==> config.mk <==
export PLATFORM = sky130hd
export DESIGN_NAME = muldiv_seq
export DESIGN_NICKNAME = d
export VERILOG_FILES = /design/src/rtl/muldiv_seq_pkg.sv /design/src/rtl/muldiv_seq_twos.sv /design/src/rtl/muldiv_seq.sv
export SDC_FILE = /design/constraint.sdc
export NUM_CORES = 1
export LEC_CHECK = 0
export CAP_MARGIN = 20
export CORE_ASPECT_RATIO = 1.75
export CORE_MARGIN = 3
export CORE_UTILIZATION = 55
export CTS_CLUSTER_DIAMETER = 200
export CTS_CLUSTER_SIZE = 40
export DETAILED_ROUTE_END_ITERATION = 10
export PLACE_DENSITY = 0.84
export SLEW_MARGIN = 0
export SYNTH_ARGS = -nofsm -noshare
export SYNTH_HDL_FRONTEND = slang
export SYNTH_SLANG_ARGS = --single-unit
==> constraint.sdc <==
create_clock -name clk -period 8.2 [get_ports clk]
set_input_delay 1.64 -clock clk [delete_from_list [all_inputs] [get_ports clk]]
set_output_delay 1.64 -clock clk [all_outputs]
set_load 0.01 [all_outputs]
==> src/rtl/muldiv_seq_pkg.sv <==
// Opcode and FSM state encodings shared by the iterative multiply/divide unit.
package muldiv_seq_pkg;

    typedef enum logic [1:0] {
        MD_OP_MUL  = 2'd0,
        MD_OP_IMUL = 2'd1,
        MD_OP_DIV  = 2'd2,
        MD_OP_IDIV = 2'd3
    } md_op_e;

    typedef enum logic [2:0] {
        MD_ST_IDLE = 3'd0,
        MD_ST_PREP = 3'd1,
        MD_ST_CALC = 3'd2,
        MD_ST_FIX  = 3'd3,
        MD_ST_DONE = 3'd4
    } md_state_e;

    function automatic logic md_is_signed(input md_op_e op);
        return (op == MD_OP_IMUL) || (op == MD_OP_IDIV);
    endfunction

    function automatic logic md_is_div(input md_op_e op);
        return (op == MD_OP_DIV) || (op == MD_OP_IDIV);
    endfunction

endpackage

==> src/rtl/muldiv_seq_twos.sv <==
// Conditional two's-complement negate; doubles as absolute value when neg is the sign bit.
module twos_abs #(
    parameter int WIDTH = 32
) (
    input  logic [WIDTH-1:0] val,
    input  logic             neg,
    output logic [WIDTH-1:0] res
);
    localparam logic [WIDTH-1:0] ONE = WIDTH'(1);

    assign res = neg ? (~val + ONE) : val;
endmodule

==> src/rtl/muldiv_seq.sv <==
// Iterative radix-2 MUL/IMUL/DIV/IDIV unit with EDX:EAX-style double-width operands
// and a valid/ready handshake on both sides.
module muldiv_seq
    import muldiv_seq_pkg::*;
#(
    parameter int WIDTH = 32
) (
    input  logic             clk,
    input  logic             rst_n,
    input  logic             flush,
    input  logic             in_valid,
    output logic             in_ready,
    input  logic [1:0]       op,
    input  logic [WIDTH-1:0] opnd_hi,
    input  logic [WIDTH-1:0] opnd_lo,
    input  logic [WIDTH-1:0] opnd_src,
    output logic             out_valid,
    input  logic             out_ready,
    output logic [WIDTH-1:0] res_lo,
    output logic [WIDTH-1:0] res_hi,
    output logic             res_cf_of,
    output logic             res_de,
    output logic             busy
);
    localparam int CW = $clog2(WIDTH);
    localparam logic [CW-1:0]    CNT_INIT = CW'(WIDTH - 1);
    localparam logic [WIDTH-1:0] HALF     = {1'b1, {(WIDTH-1){1'b0}}};

    md_state_e          state, state_nxt;
    md_op_e             op_q;
    logic [2*WIDTH-1:0] dvd_q, acc, a_raw, a_mag, acc_step, prod;
    logic [WIDTH-1:0]   src_q, opb, b_mag, quot, rem, sub;
    logic [WIDTH:0]     add_sum, shl;
    logic [CW-1:0]      cnt;
    logic               sign_q, sign_r, is_div, is_sgn, a_neg, b_neg;
    logic               early_de, accept, q_bit, idiv_ovf, cf_of;

    assign is_div = md_is_div(op_q);
    assign is_sgn = md_is_signed(op_q);
    assign accept = in_valid & in_ready;

    // PREP: multiplicand is sign/zero-extended so one 2W abs serves both op classes
    assign a_raw = is_div ? dvd_q
                          : {{WIDTH{is_sgn & dvd_q[WIDTH-1]}}, dvd_q[WIDTH-1:0]};
    assign a_neg = is_sgn & a_raw[2*WIDTH-1];
    assign b_neg = is_sgn & src_q[WIDTH-1];

    twos_abs #(.WIDTH(2*WIDTH)) u_abs_a (.val(a_raw), .neg(a_neg), .res(a_mag));
    twos_abs #(.WIDTH(WIDTH))   u_abs_b (.val(src_q), .neg(b_neg), .res(b_mag));

    assign early_de = is_div & ((b_mag == '0) | (a_mag[2*WIDTH-1:WIDTH] >= b_mag));

    // CALC: acc holds {partial, multiplier} for MUL and {remainder, quotient} for DIV
    assign add_sum = {1'b0, acc[2*WIDTH-1:WIDTH]} + {1'b0, opb};
    assign shl     = {acc[2*WIDTH-1:WIDTH], acc[WIDTH-1]};
    assign q_bit   = shl >= {1'b0, opb};
    assign sub     = shl[WIDTH-1:0] - opb;

    always_comb begin
        acc_step = acc;
        if (is_div) begin
            acc_step = q_bit ? {sub, acc[WIDTH-2:0], 1'b1}
                             : {shl[WIDTH-1:0], acc[WIDTH-2:0], 1'b0};
        end else begin
            acc_step = acc[0] ? {add_sum, acc[WIDTH-1:1]}
                              : {1'b0, acc[2*WIDTH-1:WIDTH], acc[WIDTH-1:1]};
        end
    end

    // FIX: sign restoration and range checks
    twos_abs #(.WIDTH(2*WIDTH)) u_neg_p (.val(acc), .neg(sign_q), .res(prod));
    twos_abs #(.WIDTH(WIDTH))   u_neg_q (.val(acc[WIDTH-1:0]), .neg(sign_q), .res(quot));
    twos_abs #(.WIDTH(WIDTH))   u_neg_r (.val(acc[2*WIDTH-1:WIDTH]), .neg(sign_r), .res(rem));

    assign idiv_ovf = (op_q == MD_OP_IDIV) &
                      (sign_q ? (acc[WIDTH-1:0] > HALF) : (acc[WIDTH-1:0] >= HALF));
    assign cf_of = (op_q == MD_OP_MUL) ? (prod[2*WIDTH-1:WIDTH] != '0)
                                       : (prod[2*WIDTH-1:WIDTH] != {WIDTH{prod[WIDTH-1]}});

    always_ff @(posedge clk or negedge rst_n) begin
        if (!rst_n) state <= MD_ST_IDLE;
        else        state <= state_nxt;
    end

    always_comb begin
        state_nxt = state;
        if (flush) begin
            state_nxt = MD_ST_IDLE;
        end else begin
            case (state)
                MD_ST_IDLE: if (accept) state_nxt = MD_ST_PREP;
                MD_ST_PREP: state_nxt = early_de ? MD_ST_DONE : MD_ST_CALC;
                MD_ST_CALC: if (cnt == '0) state_nxt = MD_ST_FIX;
                MD_ST_FIX:  state_nxt = MD_ST_DONE;
                MD_ST_DONE: if (out_ready) state_nxt = in_valid ? MD_ST_PREP : MD_ST_IDLE;
                default:    state_nxt = MD_ST_IDLE;
            endcase
        end
    end

    always_comb begin
        in_ready  = ~flush & ((state == MD_ST_IDLE) | ((state == MD_ST_DONE) & out_ready));
        busy      = state != MD_ST_IDLE;
        out_valid = state == MD_ST_DONE;
    end

    always_ff @(posedge clk) begin
        if (accept) begin
            op_q  <= md_op_e'(op);
            dvd_q <= {opnd_hi, opnd_lo};
            src_q <= opnd_src;
        end
        case (state)
            MD_ST_PREP: begin
                acc    <= is_div ? a_mag : {{WIDTH{1'b0}}, b_mag};
                opb    <= is_div ? b_mag : a_mag[WIDTH-1:0];
                cnt    <= CNT_INIT;
                sign_q <= a_neg ^ b_neg;
                sign_r <= a_neg;
            end
            MD_ST_CALC: begin
                acc <= acc_step;
                cnt <= cnt - CW'(1);
            end
            default: ;
        endcase
    end

    always_ff @(posedge clk or negedge rst_n) begin
        if (!rst_n) begin
            res_lo    <= '0;
            res_hi    <= '0;
            res_cf_of <= 1'b0;
            res_de    <= 1'b0;
        end else if (!flush) begin
            if (state == MD_ST_PREP && early_de) begin
                res_lo    <= '0;
                res_hi    <= '0;
                res_cf_of <= 1'b0;
                res_de    <= 1'b1;
            end else if (state == MD_ST_FIX) begin
                if (is_div) begin
                    res_lo    <= idiv_ovf ? '0 : quot;
                    res_hi    <= idiv_ovf ? '0 : rem;
                    res_cf_of <= 1'b0;
                    res_de    <= idiv_ovf;
                end else begin
                    res_lo    <= prod[WIDTH-1:0];
                    res_hi    <= prod[2*WIDTH-1:WIDTH];
                    res_cf_of <= cf_of;
                    res_de    <= 1'b0;
                end
            end
        end
    end
endmodule

## Word level (Yosys, flattened, before mapping)

Cells that the tools add are included.

| word-level totals | value |
|---|---|
| logic and storage cells | 102 |
| register bits after elaboration | 270 |

| operators by class | value |
|---|---|
| bitwise logic cells | 17 |
| equal/unequal tests | 11 |
| reductions and logical operators | 13 |
| add/sub/neg operators | 8 |
| multiplexer cells | 36 |
| magnitude comparators | 4 |

Operators by type and width:

| kind | number |
|---|---|
| $mux W64 | 7 |
| $mux W32 | 12 |
| $add A64 B1 Y64 const B | 2 |
| $not A64 Y64 | 2 |
| $pmux W64 S2 | 1 |
| $add A32 B1 Y32 const B | 3 |
| $not A32 Y32 | 3 |
| $add A32 B32 Y33 | 1 |
| $ge A33 B32 Y1 | 1 |
| $ge A32 B32 Y1 | 1 |
| $ge A32 B32 Y1 const B | 1 |
| $gt A32 B32 Y1 const B | 1 |
| $logic_not A32 Y1 | 1 |
| $ne A32 B32 Y1 | 1 |
| $reduce_bool A32 Y1 | 1 |
| $sub A32 B32 Y32 | 1 |
| $mux W3 | 5 |
| $pmux W3 S5 | 1 |
| $pmux W5 S2 | 1 |
| $mux W1 | 9 |
| $and A1 B1 Y1 | 8 |
| $eq A3 B2 Y1 const B | 2 |
| $ne A3 B3 Y1 const B | 2 |
| $logic_not A5 Y1 | 1 |
| 17 further kinds | 21 |

## Logic depth before layout (Yosys ltp)

Gate-level depths: netlist of the first run.

| depth | value |
|---|---|
| depth after elaboration | 13 |
| gate-level depth with buffers | 23 |
| depth with buffers taken out | 20 |

## Modules after synthesis

From an unflattened synthesis of the first run, not the netlist that was laid out.

| second synthesis, totals | value |
|---|---|
| cell total of the unflattened synthesis | 2237 |
| area total of the unflattened synthesis | 21957.3 sq um |

Modules (own cells, without submodules):

| module | times used | area each (sq um) | seq. area each (sq um) | cells each |
|---|---|---|---|---|
| muldiv_seq | 1 | 16328.2 | 7762.4 | 1528 |
| twos_abs at u_abs_a ... | 2 | 1649.1 | 0.0 | 206 |
| twos_abs at u_abs_b ... | 3 | 777.0 | 0.0 | 99 |

## Worst setup path before layout of the first run

Ideal clock, no wire load.

| timing | value |
|---|---|
| path type | reg2reg |
| from | register state[2] |
| to | register acc[0] (enable) |
| clock period less this slack | 6.037 ns |
| slack | 2.163 ns |
| path buffers | 0 |
| library setup time | 0.591 ns |
| cell stages (with the launch flop) | 3 |
| arrival | 5.446 ns |
| cells stage by stage | dfrtp_1 > nand2b_1 > o21ai_0 |

| on the way | value |
|---|---|
| word-level cells in the longest chain between the ends | 2 |
| elaborated cells between the ends (all ways) | 3 |
| classes of those cells | eq/ne (2); reduce/logical (1) |

Ends and longest elaborated chain:

| what | RTL line | source |
|---|---|---|
| start: declaration | muldiv_seq.sv:29 | `md_state_e state, state_nxt;` |
| start signal: assignment | muldiv_seq.sv:82 | `else state <= state_nxt;` |
| $eq A3 B1 Y1 / $eq A3 B2 Y1 (equally long branches) | muldiv_seq.sv:113 | `case (state)` |
| $reduce_bool A2 Y1 (no line) * | - |  |
| end signal: assignment | muldiv_seq.sv:115 | `acc <= is_div ? a_mag : {{WIDTH{1'b0}}, b_mag};` |
| end signal: assignment | muldiv_seq.sv:122 | `acc <= acc_step;` |
| end: declaration | muldiv_seq.sv:31 | `logic [2*WIDTH-1:0] dvd_q, acc, a_raw, a_mag, acc_step, prod;` |

Every way passes the cells marked *; elsewhere a longest branch is shown, timed or not.
A chain may end at the register's enable or synchronous reset.

## Final worst setup path of the first run

| timing | value |
|---|---|
| from | register dvd_q[9] |
| to | register res_lo[25] |

| on the way | value |
|---|---|
| word-level cells in the longest chain between the ends | 10 |
| elaborated cells between the ends (all ways) | 11 |
| classes of those cells | add/sub (1); order compare (1); mux (3); bitwise (3); reduce/logical (3) |

Ends and longest elaborated chain:

| what | RTL line | source |
|---|---|---|
| start: declaration | muldiv_seq.sv:31 |  |
| start signal: assignment | muldiv_seq.sv:110 | `dvd_q <= {opnd_hi, opnd_lo};` |
| $mux W64 * | muldiv_seq.sv:43 | `assign a_raw = is_div ? dvd_q` |
| $not A64 Y64 * | muldiv_seq_twos.sv:11 | `assign res = neg ? (~val + ONE) : val;` |
| $add A64 B1 Y64 * | muldiv_seq_twos.sv:11 |  |
| $mux W64 * | muldiv_seq_twos.sv:11 |  |
| $ge A32 B32 Y1 * | muldiv_seq.sv:51 | `assign early_de = is_div & ((b_mag == '0) \| (a_mag[2*WIDTH-1:WIDTH] >= b_mag));` |
| $or A1 B1 Y1 * | muldiv_seq.sv:51 |  |
| $and A1 B1 Y1 * | muldiv_seq.sv:51 |  |
| $logic_and A1 B1 Y1 * | muldiv_seq.sv:136 | `if (state == MD_ST_PREP && early_de) begin` |
| $reduce_bool A2 Y1 (no line) | - |  |
| $reduce_and A2 Y1 (no line) | - |  |
| end signal: assignment | muldiv_seq.sv:143 | `res_lo <= idiv_ovf ? '0 : quot;` |
| end signal: assignment | muldiv_seq.sv:148 | `res_lo <= prod[WIDTH-1:0];` |
| end: declaration | muldiv_seq.sv:19 | `output logic [WIDTH-1:0] res_lo,` |

Marked as above.

==> load_flow_metrics.sql, run 1 <==
INSERT INTO impl_metrics (metric_group, metric, value, unit) VALUES
('sta', 'finalSetupTns', '0', 'ns'),
('clock_tree', 'cts_max_level', '1', ''),
('worst_setup_path', 'timing.critical_path.required', '8.65', 'ns'),
('clock_tree', 'clkLatencyLatePin', '0.55', 'ns'),
('floorplan', 'initial_core_util', '55.99', '%'),
('route', 'postRouteAntennaNets', '0', ''),
('pwr', 'power_density', '155.5', 'nW/um2'),
('sta', 'endpoints_failing_setup', '0', ''),
('sta', 'fin_worst_skew', '0.05466', 'ns'),
('synth', 'synth_cell_type_count', '91', ''),
('worst_setup_path', 'worst_r2r_path_depth', '20', ''),
('synth', 'syn_nets', '2490', ''),
('pwr', 'report.power.total', '3.580', 'mW'),
('min_path', 'min_delay_path_depth', '2', ''),
('finish', 'diodes', '0', ''),
('sta', 'final.min_clock_period', '5.963', 'ns'),
('floorplan', 'io-pin-count', '172', ''),
('synth', 'synth_seq_area_share', '37.59', '%'),
('grt', 'grt.total_usage', '34.88', '%'),
('placed_design', 'detailedPlacementHpwl', '56.68', 'mm'),
('route', 'dr_vias_cell', '6.668', ''),
('synth', 'synth-edff-count', '201', ''),
('clock_tree', 'post_cts.resized_instances', '0', ''),
('worst_setup_path', 'regToRegStartpoint', 'dvd_q[9]$_DFFE_PP_', ''),
('grt', 'grt_remaining_overflow', '0', ''),
('grt', 'grt_pass1_vias', '18849', ''),
('floorplan', 'vertical_die_dimension', '262.3', 'um'),
('worst_setup_path', 'setup.worst_path.end_class', 'flop', ''),
('clock_tree', 'cts_sinks', '270', ''),
('grt', 'grt_first_pass_wirelength', '109.5', 'mm'),
('synth', 'synth-main-ff-cell', 'sky130_fd_sc_hd__edfxtp_1', ''),
('route', 'remaining_drc_errors', '0', ''),
('worst_setup_path', 'type_of_origin_of_the_critical_path', 'flop', ''),
('sta', 'slew_viol_final', '0', ''),
('sta', 'final_hold_viol_count', '0', ''),
('sta', 'worst_slew_pin_slew', '1.108', 'ns'),
('synth', 'synthArstFlopShare', '25.56', '%'),
('worst_setup_path', 'cp.arrival', '6.41', 'ns'),
('clock_tree', 'cts.clk_slew.worst_paths', '0.15', 'ns'),
('clock_tree', 'ctsHoldBuffers', '0', ''),
('route', 'drt_iter0_drc', '1764', ''),
('clock_tree', 'post-cts-setup-buffers', '0', ''),
('clock_tree', 'number_of_buffers_created_by_cts', '10', ''),
('clock_tree', 'tritoncts', 'yes', ''),
('clock_tree', 'cts_root_buffer', 'sky130_fd_sc_hd__clkbuf_16', ''),
('worst_setup_path', 'reg2reg_setup_slack', '2.24', 'ns'),
('placed_design', 'gp_congestion', '1.013', ''),
('floorplan', 'std_cell_rows', '93', ''),
('worst_setup_path', 'r2r_end', 'res_lo[25]$_DFFE_PN0P_', ''),
('finish', 'areaGrowthSynthToFinish', '11.46', '%'),
('sta', 'relSlewSlack', '25.59', '%'),
('floorplan', 'design.die.area', '40000', 'um2'),
('sta', 'setup_repair_after_global_routing_missed_its_margin', 'no', ''),
('grt', 'grt_start_max_net_pins', '83', ''),
('finish', 'nets', '2577', ''),
('flow_run', 'cap_viol_max_count', '0', ''),
('worst_setup_path', 'worstPathMaxFanout', '68', ''),
('route', 'detail_route.wl_per_cell', '25.50', 'um'),
('route', 'first_pass_iters', '5', ''),
('worst_setup_path', 'critical_path_type', 'flop to flop', ''),
('run_status', 'outcome', 'completed', ''),
('pwr', 'vdd_ir_drop_max', '0.2102', 'mV'),
('min_path', 'holdPathEnd', 'res_hi[6]$_DFFE_PN0P_', ''),
('min_path', 'hold_path_startpoint', 'res_hi[6]$_DFFE_PN0P_', ''),
('sta', 'maxClockFrequency', '167.7', 'MHz'),
('sta', 'timing.final.crit_share', '72.71', '%'),
('synth', 'yosysWarningCount', '0', ''),
('synth', 'average_cell_area_after_synthesis', '9.046', 'um2'),
('floorplan', 'core_ar', '36890', 'um2'),
('route', 'drt_wl_total', '72.65', 'mm'),
('grt', 'grt_antenna_before_repair', '0', ''),
('min_path', 'worst_hold_path_type', 'flop to flop', ''),
('synth', 'syn-instance-count', '2283', ''),
('finish', 'post_route_cells_drive_above_1_share', '5.392', '%'),
('route', 'detailed_route_via_count', '18997', ''),
('synth', 'synth_seq_cells', '270', ''),
('pwr', 'total_leakage_power', '8.698', 'nW'),
('placed_design', 'buffer_ports.inserted', '171', ''),
('floorplan', 'fp.dieW', '152.5', 'um'),
('synth', 'mappedNetlistArea', '20650', 'um2'),
('clock_tree', 'clk_path_buf_depth', '3', '');
## worst max path at each step
| stage | endpoint | start | slack (ns) |
|---|---|---|---|
| floorplan | acc[0]$_DFFE_PP_ | state[2]$_DFFE_PN0P_ | 2.16 |
| global placement | res_hi[19]$_DFFE_PN0P_ | dvd_q[9]$_DFFE_PP_ | 2.45 |
| detailed placement | res_hi[30]$_DFFE_PN0P_ | dvd_q[9]$_DFFE_PP_ | 2.35 |
| CTS | res_lo[25]$_DFFE_PN0P_ | dvd_q[9]$_DFFE_PP_ | 2.29 |
| global route | res_lo[4]$_DFFE_PN0P_ | dvd_q[9]$_DFFE_PP_ | 1.87 |
| finish | res_lo[25]$_DFFE_PN0P_ | dvd_q[9]$_DFFE_PP_ | 2.24 |
## layout make-up
type | count | area [um2]
Clock buffer | 15 | 290.3
Clock inverter | 1 | 11.26
Inverter | 90 | 337.8
Tap cell | 475 | 594.3
Multi-Input combinational cell | 1794 | 12070
Fill cell | 3151 | 13870
Sequential cell | 270 | 7762
Timing Repair Buffer | 204 | 1954
## sequential cells by signal, summed over array words and instances, names as in the netlist
name,count
src_q,32
res_lo,32
cnt,5
dvd_q,64
sign_r,1
res_hi,32
res_de,1
res_cf_of,1
acc,64
state,3
opb,32
sign_q,1
op_q,2
## layout by cell type, fill, tap and decap left out, types with 23 or more instances in the layout
cell,instances
sky130_fd_sc_hd__nand4_1,25
sky130_fd_sc_hd__clkdlybuf4s50_1,170
sky130_fd_sc_hd__nand2_1,209
sky130_fd_sc_hd__or4_1,24
sky130_fd_sc_hd__inv_1,88
sky130_fd_sc_hd__nand3_1,47
sky130_fd_sc_hd__nor2_1,190
sky130_fd_sc_hd__o21ai_0,191
sky130_fd_sc_hd__nor2b_1,24
sky130_fd_sc_hd__a21oi_1,182
sky130_fd_sc_hd__edfxtp_1,201
sky130_fd_sc_hd__a21o_1,47
sky130_fd_sc_hd__or3_1,24
sky130_fd_sc_hd__ha_1,102
sky130_fd_sc_hd__xor2_1,122
sky130_fd_sc_hd__nor3_1,51
sky130_fd_sc_hd__buf_4,33
sky130_fd_sc_hd__dfrtp_1,69
sky130_fd_sc_hd__xnor2_1,101
sky130_fd_sc_hd__o31ai_1,31
sky130_fd_sc_hd__nor4_1,23
## cells in the mapped netlist, types with 19 or more instances
| master | instances | area (um2) |
|---|---|---|
| sky130_fd_sc_hd__a31oi_1 | 22 | 137.6 |
| sky130_fd_sc_hd__o31ai_1 | 31 | 232.7 |
| sky130_fd_sc_hd__a21o_1 | 47 | 352.8 |
| sky130_fd_sc_hd__nand4_1 | 25 | 156.4 |
| sky130_fd_sc_hd__xor2_1 | 122 | 1069 |
| sky130_fd_sc_hd__o21ai_0 | 192 | 960.9 |
| sky130_fd_sc_hd__ha_1 | 102 | 1276 |
| sky130_fd_sc_hd__mux4_2 | 22 | 495.5 |
| sky130_fd_sc_hd__nor2b_1 | 24 | 150.1 |
| sky130_fd_sc_hd__inv_1 | 88 | 330.3 |
| sky130_fd_sc_hd__a211oi_1 | 19 | 142.6 |
| sky130_fd_sc_hd__nand2b_1 | 21 | 131.4 |
| sky130_fd_sc_hd__or4_1 | 24 | 180.2 |
| sky130_fd_sc_hd__a21oi_1 | 182 | 910.9 |
| sky130_fd_sc_hd__mux2i_1 | 22 | 220.2 |
| sky130_fd_sc_hd__nor3_1 | 51 | 255.2 |
| sky130_fd_sc_hd__clkbuf_1 | 102 | 382.9 |
| sky130_fd_sc_hd__nand2_1 | 209 | 784.5 |
| sky130_fd_sc_hd__dfrtp_1 | 69 | 1727 |
| sky130_fd_sc_hd__or3_1 | 24 | 150.1 |
| sky130_fd_sc_hd__edfxtp_1 | 201 | 6036 |
| sky130_fd_sc_hd__nand3_1 | 47 | 235.2 |
| sky130_fd_sc_hd__nor2_1 | 192 | 720.7 |
| sky130_fd_sc_hd__xnor2_1 | 101 | 884.6 |
| sky130_fd_sc_hd__nor4_1 | 23 | 143.9 |
| sky130_fd_sc_hd__o211ai_1 | 19 | 142.6 |
| sky130_fd_sc_hd__o41ai_1 | 19 | 166.4 |
## stage by stage
stage | setup WS, ns | cell area [um2] | hold slack, ns | utilization (%) | cells
final | 2.237 | 23020 | 0.4938 | 62.40 | 2849
after floorplan | 2.163 | 20650 | 0.4986 | - | 2283
after CTS | 2.286 | 23020 | 0.5030 | 62.40 | 2849
after global routing | 1.873 | 23020 | 0.5273 | 62.40 | 2849
after detailed placement | 2.351 | 22720 | 0.4717 | 61.58 | 2833
after global placement | 2.454 | 22720 | 0.4636 | 61.58 | 2833
## critical path, stage by stage, from the launching register on
cell	delay, ns
sky130_fd_sc_hd__edfxtp_1	0.45
sky130_fd_sc_hd__or4_4	0.57
sky130_fd_sc_hd__or4_1	0.57
sky130_fd_sc_hd__nor3_2	0.52
sky130_fd_sc_hd__and4_1	0.47
sky130_fd_sc_hd__nand3b_1	0.22
sky130_fd_sc_hd__o41ai_1	0.42
sky130_fd_sc_hd__xor2_1	0.18
sky130_fd_sc_hd__nor2_1	0.08
sky130_fd_sc_hd__ha_1	0.34
sky130_fd_sc_hd__a21o_1	0.19
sky130_fd_sc_hd__a21o_1	0.18
sky130_fd_sc_hd__a21oi_1	0.14
sky130_fd_sc_hd__nor2_1	0.06
sky130_fd_sc_hd__a211oi_1	0.19
sky130_fd_sc_hd__o21ai_0	0.16
sky130_fd_sc_hd__nor2_1	0.12
sky130_fd_sc_hd__a31o_2	0.17
sky130_fd_sc_hd__buf_4	0.57
sky130_fd_sc_hd__nand2_1	0.14
sky130_fd_sc_hd__o21ai_1	0.11
## power breakdown
group          switching (mW)  internal, mW
Combinational           0.650         0.490
Clock                   0.429         0.255
Sequential              0.145          1.61
## per-layer routing
layer  track usage, %  wire [um]  vias to the layer above
met2            62.53      36790                     1003
met3            4.449       4980                      282
met5                0          0                        -
li1                 -          -                     8620
met4            24.46       6290                        0
met1            37.76      24600                     9092
## cell families after synthesis
family	Yosys count	share of synthesized area, %
adder cells (fa/ha/maj)	104	6.374
AND/OR/NAND/NOR	719	16.98
flip-flops	270	37.59
XOR/XNOR	223	9.458
AO/OA/AOI/OAI	697	21.66
multiplexers	51	3.847
buffers and inverters	219	4.096
Note: power is estimated with default switching activity, not from simulation.
==> inputs of run 2 (changes only) <==
Settings changed: CORE_UTILIZATION 55 to 54, PLACE_DENSITY 0.84 to 0.86.
Clock period 8.2 ns to 5.46 ns, I/O delays scaled along.
==> load_flow_metrics.sql, run 2 (synthesis gave the netlist of run 1 again) <==
INSERT INTO impl_metrics (metric_group, metric, value, unit) VALUES
('route', 'remaining_drc_errors', '0', ''),
('grt', 'grt_first_pass_wirelength', '106.6', 'mm'),
('worst_setup_path', 'worst_r2r_path_depth', '20', ''),
('floorplan', 'initial_core_util', '54.87', '%'),
('clock_tree', 'clk_path_buf_depth', '3', ''),
('worst_setup_path', 'type_of_origin_of_the_critical_path', 'flop', ''),
('floorplan', 'vertical_die_dimension', '264.7', 'um'),
('sta', 'fin_hold_ws', '0.4980', 'ns'),
('sta', 'slew_viol_final', '0', ''),
('sta', 'maxClockFrequency', '191.9', 'MHz'),
('grt', 'grt.total_usage', '33.16', '%'),
('placed_design', 'placement.cell_area', '22870', 'um2'),
('clock_tree', 'ctsHoldBuffers', '0', ''),
('grt', 'grt_remaining_overflow', '0', ''),
('floorplan', 'design.die.area', '40720', 'um2'),
('clock_tree', 'number_of_buffers_created_by_cts', '10', ''),
('sta', 'final.min_clock_period', '5.211', 'ns'),
('worst_setup_path', 'critical_path_type', 'flop to flop', ''),
('finish', 'finalInstanceArea', '23200', 'um2'),
('sta', 'endpoints_failing_setup', '0', ''),
('finish', 'mostFrequentLayoutCell', 'sky130_fd_sc_hd__nand2_1', ''),
('route', 'drt_wl_total', '69.78', 'mm'),
('sta', 'setup_repair_after_global_routing_missed_its_margin', 'no', ''),
('sta', 'relSlewSlack', '27.97', '%'),
('sta', 'finalSetupTns', '0', 'ns'),
('floorplan', 'fp.dieW', '153.8', 'um'),
('finish', 'largest_registers', 'acc: 64 flops, dvd_q: 64 flops', ''),
('pwr', 'vdd_ir_drop_max', '0.3863', 'mV'),
('worst_setup_path', 'timing.critical_path.required', '5.89', 'ns'),
('finish', 'areaGrowthSynthToFinish', '12.32', '%'),
('floorplan', 'core_ar', '37640', 'um2'),
('clock_tree', 'cts_root_buffer', 'sky130_fd_sc_hd__clkbuf_16', ''),
('sta', 'fin_worst_skew', '0.04090', 'ns'),
('route', 'drt_iter0_drc', '2147', ''),
('placed_design', 'buffer_ports.inserted', '171', ''),
('clock_tree', 'tritoncts', 'yes', ''),
('clock_tree', 'post_cts.resized_instances', '0', ''),
('route', 'postRouteAntennaNets', '0', ''),
('clock_tree', 'cts.clk_slew.worst_paths', '0.14', 'ns'),
('placed_design', 'gp_congestion', '1.058', ''),
('flow_run', 'cap_viol_max_count', '0', ''),
('placed_design', 'detailedPlacementHpwl', '53.49', 'mm'),
('pwr', 'total_leakage_power', '8.797', 'nW'),
('sta', 'worst_slew_pin_slew', '1.073', 'ns'),
('route', 'detailed_route_via_count', '19385', ''),
('worst_setup_path', 'cp.arrival', '5.64', 'ns'),
('min_path', 'min_delay_path_depth', '2', ''),
('clock_tree', 'clkLatencyLatePin', '0.54', 'ns'),
('run_status', 'outcome', 'completed', ''),
('floorplan', 'std_cell_rows', '94', ''),
('finish', 'layout_common_cells', '209 x sky130_fd_sc_hd__nand2_1, 201 x sky130_fd_sc_hd__edfxtp_1, 191 x sky130_fd_sc_hd__o21ai_0, 190 x sky130_fd_sc_hd__nor2_1, 182 x sky130_fd_sc_hd__a21oi_1', ''),
('sta', 'timing.final.crit_share', '95.43', '%'),
('finish', 'utilization', '61.63', '%'),
('clock_tree', 'post-cts-setup-buffers', '0', ''),
('pwr', 'report.power.total', '5.370', 'mW'),
('finish', 'num-fill-cells', '3232', ''),
('finish', 'post_route_cells_drive_above_1_share', '6.148', '%'),
('finish', 'diodes', '0', ''),
('pwr', 'power_density', '231.5', 'nW/um2'),
('worst_setup_path', 'worstPathMaxFanout', '43', ''),
('grt', 'grt_start_max_net_pins', '94', ''),
('sta', 'final_hold_viol_count', '0', ''),
('grt', 'grt_antenna_before_repair', '1', ''),
('route', 'detail_route.wl_per_cell', '24.30', 'um'),
('grt', 'grt_pass1_vias', '18933', ''),
('clock_tree', 'cts_sinks', '270', ''),
('route', 'dr_vias_cell', '6.752', ''),
('route', 'first_pass_iters', '8', ''),
('clock_tree', 'cts_max_level', '1', ''),
('floorplan', 'io-pin-count', '172', ''),
('worst_setup_path', 'setup.worst_path.end_class', 'flop', ''),
('finish', 'nets', '2594', ''),
('min_path', 'worst_hold_path_type', 'flop to flop', '');
==> run 2: final timing paths <==
path,end,slack (ns),start
setup / recovery,res_lo[3]$_DFFE_PN0P_,0.25,dvd_q[7]$_DFFE_PP_
hold / removal,res_hi[23]$_DFFE_PN0P_,0.50,res_hi[23]$_DFFE_PN0P_
setup reg to reg,res_lo[3]$_DFFE_PN0P_,0.25,dvd_q[7]$_DFFE_PP_
hold reg to reg,res_hi[23]$_DFFE_PN0P_,0.50,res_hi[23]$_DFFE_PN0P_
max in group asynchronous,res_hi[15]$_DFFE_PN0P_,4.13,rst_n
min in group asynchronous,res_lo[12]$_DFFE_PN0P_,0.75,rst_n
==> run 2: worst max-delay path, cell delays in order, from the launching register on <==
cell and delay [ns]:
sky130_fd_sc_hd__edfxtp_1 0.49, sky130_fd_sc_hd__or4_4 0.54, sky130_fd_sc_hd__or4_4 0.51, sky130_fd_sc_hd__nor3_2 0.32
sky130_fd_sc_hd__and4_1 0.35, sky130_fd_sc_hd__nand3b_1 0.21, sky130_fd_sc_hd__o41ai_2 0.34, sky130_fd_sc_hd__xor2_1 0.19
sky130_fd_sc_hd__nor2_1 0.08, sky130_fd_sc_hd__ha_1 0.31, sky130_fd_sc_hd__a21o_1 0.19, sky130_fd_sc_hd__a21o_1 0.17
sky130_fd_sc_hd__a21oi_1 0.15, sky130_fd_sc_hd__nor2_1 0.06, sky130_fd_sc_hd__a211oi_1 0.22, sky130_fd_sc_hd__o21ai_0 0.15
sky130_fd_sc_hd__nor2_1 0.11, sky130_fd_sc_hd__a31o_2 0.29, sky130_fd_sc_hd__buf_12 0.23, sky130_fd_sc_hd__nand2_1 0.08
sky130_fd_sc_hd__o21ai_0 0.09
==> run 2: layout make-up <==
cell class / instances / area (um2) / share of cell area [%]
clock inverters: 1 / 11.26 / 0.04855
inverters: 90 / 337.8 / 1.456
multi-input cells: 1794 / 12090 / 52.11
repair buffers: 221 / 2107 / 9.084
well taps: 480 / 600.6 / 2.589
clock buffers: 15 / 290.3 / 1.251
flip-flops and latches: 270 / 7762 / 33.46
==> run 2: power by group <==
group          leakage, nW  switching [mW]  internal (mW)
Combinational         5.87           0.966          0.741
Clock                0.146           0.638          0.383
Sequential            2.78           0.220           2.42
==> run 2: routing by layer <==
metal	track usage (%)	routed length, um	up-vias
li1	-	-	8653
met1	36.77	23140	9172
met2	58.80	34950	1235
met3	4.116	5772	325
met4	22.62	5913	0
met5	0	0	-
==> run 2: metrics by stage <==
stage	cells	worst slack [ns]
3_3_place_gp	2855	0.3211
6_report	2871	0.2494
2_1_floorplan	2283	0.2786
5_1_grt	2871	0.01863
3_5_place_dp	2855	0.1319
4_1_cts	2871	0.1071
==> inputs of run 3 (changes only) <==
Settings changed: CORE_UTILIZATION 54 to 55, DONT_BUFFER_PORTS from default to 1, PLACE_DENSITY 0.86 to 0.81.
==> load_flow_metrics.sql, run 3 (synthesis gave the netlist of run 1 again) <==
INSERT INTO impl_metrics (metric_group, metric, value, unit) VALUES
('pwr', 'vdd_ir_drop_max', '0.3953', 'mV'),
('worst_setup_path', 'worst_path_dominant_cell_family', 'simple AND/OR/NAND/NOR gates', ''),
('floorplan', 'io-pin-count', '172', ''),
('worst_setup_path', 'regToRegStartpoint', 'dvd_q[9]$_DFFE_PP_', ''),
('grt', 'grt_antenna_before_repair', '1', ''),
('pwr', 'p_comb_share', '27.9', '%'),
('sta', 'endpoints_failing_setup', '0', ''),
('worst_setup_path', 'critical_path_type', 'flop to flop', ''),
('sta', 'fin_hold_ws', '0.2132', 'ns'),
('route', 'postRouteAntennaNets', '0', ''),
('pwr', 'power_switching', '1.785', 'mW'),
('worst_setup_path', 'worst-path-buf-inv', '2', ''),
('worst_setup_path', 'r2r_end', 'res_cf_of$_DFFE_PN0P_', ''),
('sta', 'worst_slew_pin_slew', '1.028', 'ns'),
('pwr', 'report.power.total', '5.124', 'mW'),
('placed_design', 'buffer_ports.inserted', '0', ''),
('floorplan', 'initial_core_util', '55.99', '%'),
('grt', 'grt_start_max_net_pins', '87', ''),
('worst_setup_path', 'critPathMaxStageDelay', '0.58', 'ns'),
('route', 'first_pass_iters', '6', ''),
('clock_tree', 'cts_sinks', '270', ''),
('route', 'dr_vias_cell', '6.787', ''),
('placed_design', 'gp_congestion', '1.002', ''),
('grt', 'grt_first_pass_wirelength', '104.2', 'mm'),
('grt', 'grt_pass1_vias', '17855', ''),
('finish', 'post_route_cells_drive_above_1_share', '7.261', '%'),
('clock_tree', 'clkLatencyLatePin', '0.55', 'ns'),
('worst_setup_path', 'setup.worst_path.end_class', 'flop', ''),
('sta', 'slew_viol_final', '0', ''),
('floorplan', 'vertical_die_dimension', '262.3', 'um'),
('worst_setup_path', 'crit_path_frequent_cell', 'sky130_fd_sc_hd__or4_4', ''),
('finish', 'mostFrequentLayoutCell', 'sky130_fd_sc_hd__nand2_1', ''),
('finish', 'largest_registers', 'acc: 64 flops, dvd_q: 64 flops', ''),
('worst_setup_path', 'cp.arrival', '5.67', 'ns'),
('grt', 'grt_remaining_overflow', '0', ''),
('clock_tree', 'number_of_buffers_created_by_cts', '10', ''),
('finish', 'nets', '2434', ''),
('route', 'detailed_route_via_count', '18366', ''),
('worst_setup_path', 'reg2reg_setup_slack', '0.24', 'ns'),
('pwr', 'clock_power_share', '19.7', '%'),
('sta', 'timing.final.crit_share', '95.66', '%'),
('pwr', 'intPower', '3.339', 'mW'),
('clock_tree', 'clk_path_buf_depth', '3', ''),
('clock_tree', 'cts_max_level', '1', ''),
('floorplan', 'std_cell_rows', '93', ''),
('sta', 'final_hold_viol_count', '0', ''),
('worst_setup_path', 'timing.critical_path.required', '5.90', 'ns'),
('floorplan', 'fp.dieW', '152.5', 'um'),
('route', 'detail_route.wl_per_cell', '25.66', 'um'),
('sta', 'fin_worst_skew', '0.04112', 'ns'),
('worst_setup_path', 'worst_r2r_path_depth', '16', ''),
('worst_setup_path', 'type_of_origin_of_the_critical_path', 'flop', ''),
('sta', 'final.min_clock_period', '5.223', 'ns'),
('clock_tree', 'cts_root_buffer', 'sky130_fd_sc_hd__clkbuf_16', ''),
('sta', 'setup_repair_after_global_routing_missed_its_margin', 'no', ''),
('finish', 'areaGrowthSynthToFinish', '4.599', '%'),
('clock_tree', 'cts.clk_slew.worst_paths', '0.18', 'ns'),
('route', 'remaining_drc_errors', '0', ''),
('finish', 'diodes', '0', ''),
('route', 'drt_wl_total', '69.43', 'mm'),
('finish', 'num-fill-cells', '3203', ''),
('worst_setup_path', 'master_of_the_slowest_instance_on_the_critical_path', 'sky130_fd_sc_hd__or4_4', ''),
('worst_setup_path', 'worstPathMaxFanout', '6', ''),
('route', 'drt_iter0_drc', '1747', ''),
('sta', 'maxClockFrequency', '191.5', 'MHz'),
('finish', 'layout_common_cells', '209 x sky130_fd_sc_hd__nand2_1, 201 x sky130_fd_sc_hd__edfxtp_1, 190 x sky130_fd_sc_hd__nor2_1, 189 x sky130_fd_sc_hd__o21ai_0, 181 x sky130_fd_sc_hd__a21oi_1', ''),
('pwr', 'sequentialPowerShare', '52.4', '%'),
('min_path', 'worst_hold_path_type', 'primary input to asynchronous set/reset pin', ''),
('pwr', 'swShare', '34.84', '%'),
('run_status', 'outcome', 'completed', ''),
('finish', 'utilization', '58.56', '%'),
('pwr', 'total_leakage_power', '8.221', 'nW'),
('sta', 'finalSetupTns', '0', 'ns'),
('flow_run', 'cap_viol_max_count', '0', ''),
('clock_tree', 'tritoncts', 'yes', ''),
('floorplan', 'design.die.area', '40000', 'um2'),
('clock_tree', 'ctsHoldBuffers', '0', ''),
('pwr', 'power_density', '237.2', 'nW/um2'),
('grt', 'grt.total_usage', '33.31', '%'),
('placed_design', 'detailedPlacementHpwl', '54.71', 'mm'),
('floorplan', 'core_ar', '36890', 'um2'),
('sta', 'relSlewSlack', '31.19', '%'),
('worst_setup_path', 'critical_path.cell_chain', 'or4_4 > or4_4 > or3_4 > or3b_1 > o211a_1 > nor3_1 > ha_1 > inv_1 > o21ai_1 > o221ai_1 > o21ba_2 > nor4b_2 > o21ai_0 > a31o_2 > buf_4 > o41ai_2', '');
## run 3: area by class of cell
cell class | instances | area [um2] | area share [%]
well taps | 475 | 594.3 | 2.751
clock inverters | 2 | 27.53 | 0.1274
flip-flops and latches | 270 | 7762 | 35.94
multi-input cells | 1794 | 12120 | 56.10
inverters | 90 | 337.8 | 1.564
repair buffers | 61 | 495.5 | 2.294
clock buffers | 14 | 265.3 | 1.228
## run 3: power groups by stage
stage                     clock network, mW  logic (mW)  registers [mW]
after global routing                   1.09        1.56            2.71
after global placement                    0        1.37            2.72
after CTS                              1.03        1.40            2.68
final                                  1.01        1.43            2.69
after floorplan                           0        1.04            2.62
after detailed placement                  0        1.40            2.73
## run 3: timing repair
action / in CTS / in global routing
resized for setup: 1 / 12
pin swaps: 0 / 1
setup buffers: 0 / 2
hold endpoints to repair: 0 / 0
setup endpoints to repair: 26 / 67
## run 3: worst max path at each step
stage          slack, ns                endpoint  cells after the start               start
2_1_floorplan       0.28    state[0]$_DFFE_PN0P_                      6           out_ready
3_3_place_gp        0.06  res_hi[26]$_DFFE_PN0P_                     19  dvd_q[9]$_DFFE_PP_
3_5_place_dp       -0.04  res_hi[28]$_DFFE_PN0P_                     19  dvd_q[7]$_DFFE_PP_
4_1_cts             0.03   res_cf_of$_DFFE_PN0P_                     19  dvd_q[7]$_DFFE_PP_
5_1_grt            0.007  res_lo[26]$_DFFE_PN0P_                     20  dvd_q[9]$_DFFE_PP_
6_report            0.24   res_cf_of$_DFFE_PN0P_                     16  dvd_q[9]$_DFFE_PP_
## run 3: stage by stage
| stage | std cells | instance area, um2 | setup slack [ns] |
|---|---|---|---|
| final | 2706 | 21600 | 0.2368 |
| after global routing | 2706 | 21600 | 0.006789 |
| after CTS | 2704 | 21540 | 0.03066 |
| after detailed placement | 2688 | 21240 | -0.03724 |
| after global placement | 2688 | 21240 | 0.05821 |
| after floorplan | 2283 | 20650 | 0.2786 |
## run 3: routing by layer
layer  GRT usage [%]  vias to the layer above  routed length (um)
met5               0                        -                  11
met4           25.04                        2                6501
met3           3.872                      291                4985
met2           58.83                     1027               34550
met1           36.34                     8710               23380
li1                -                     8336                   -
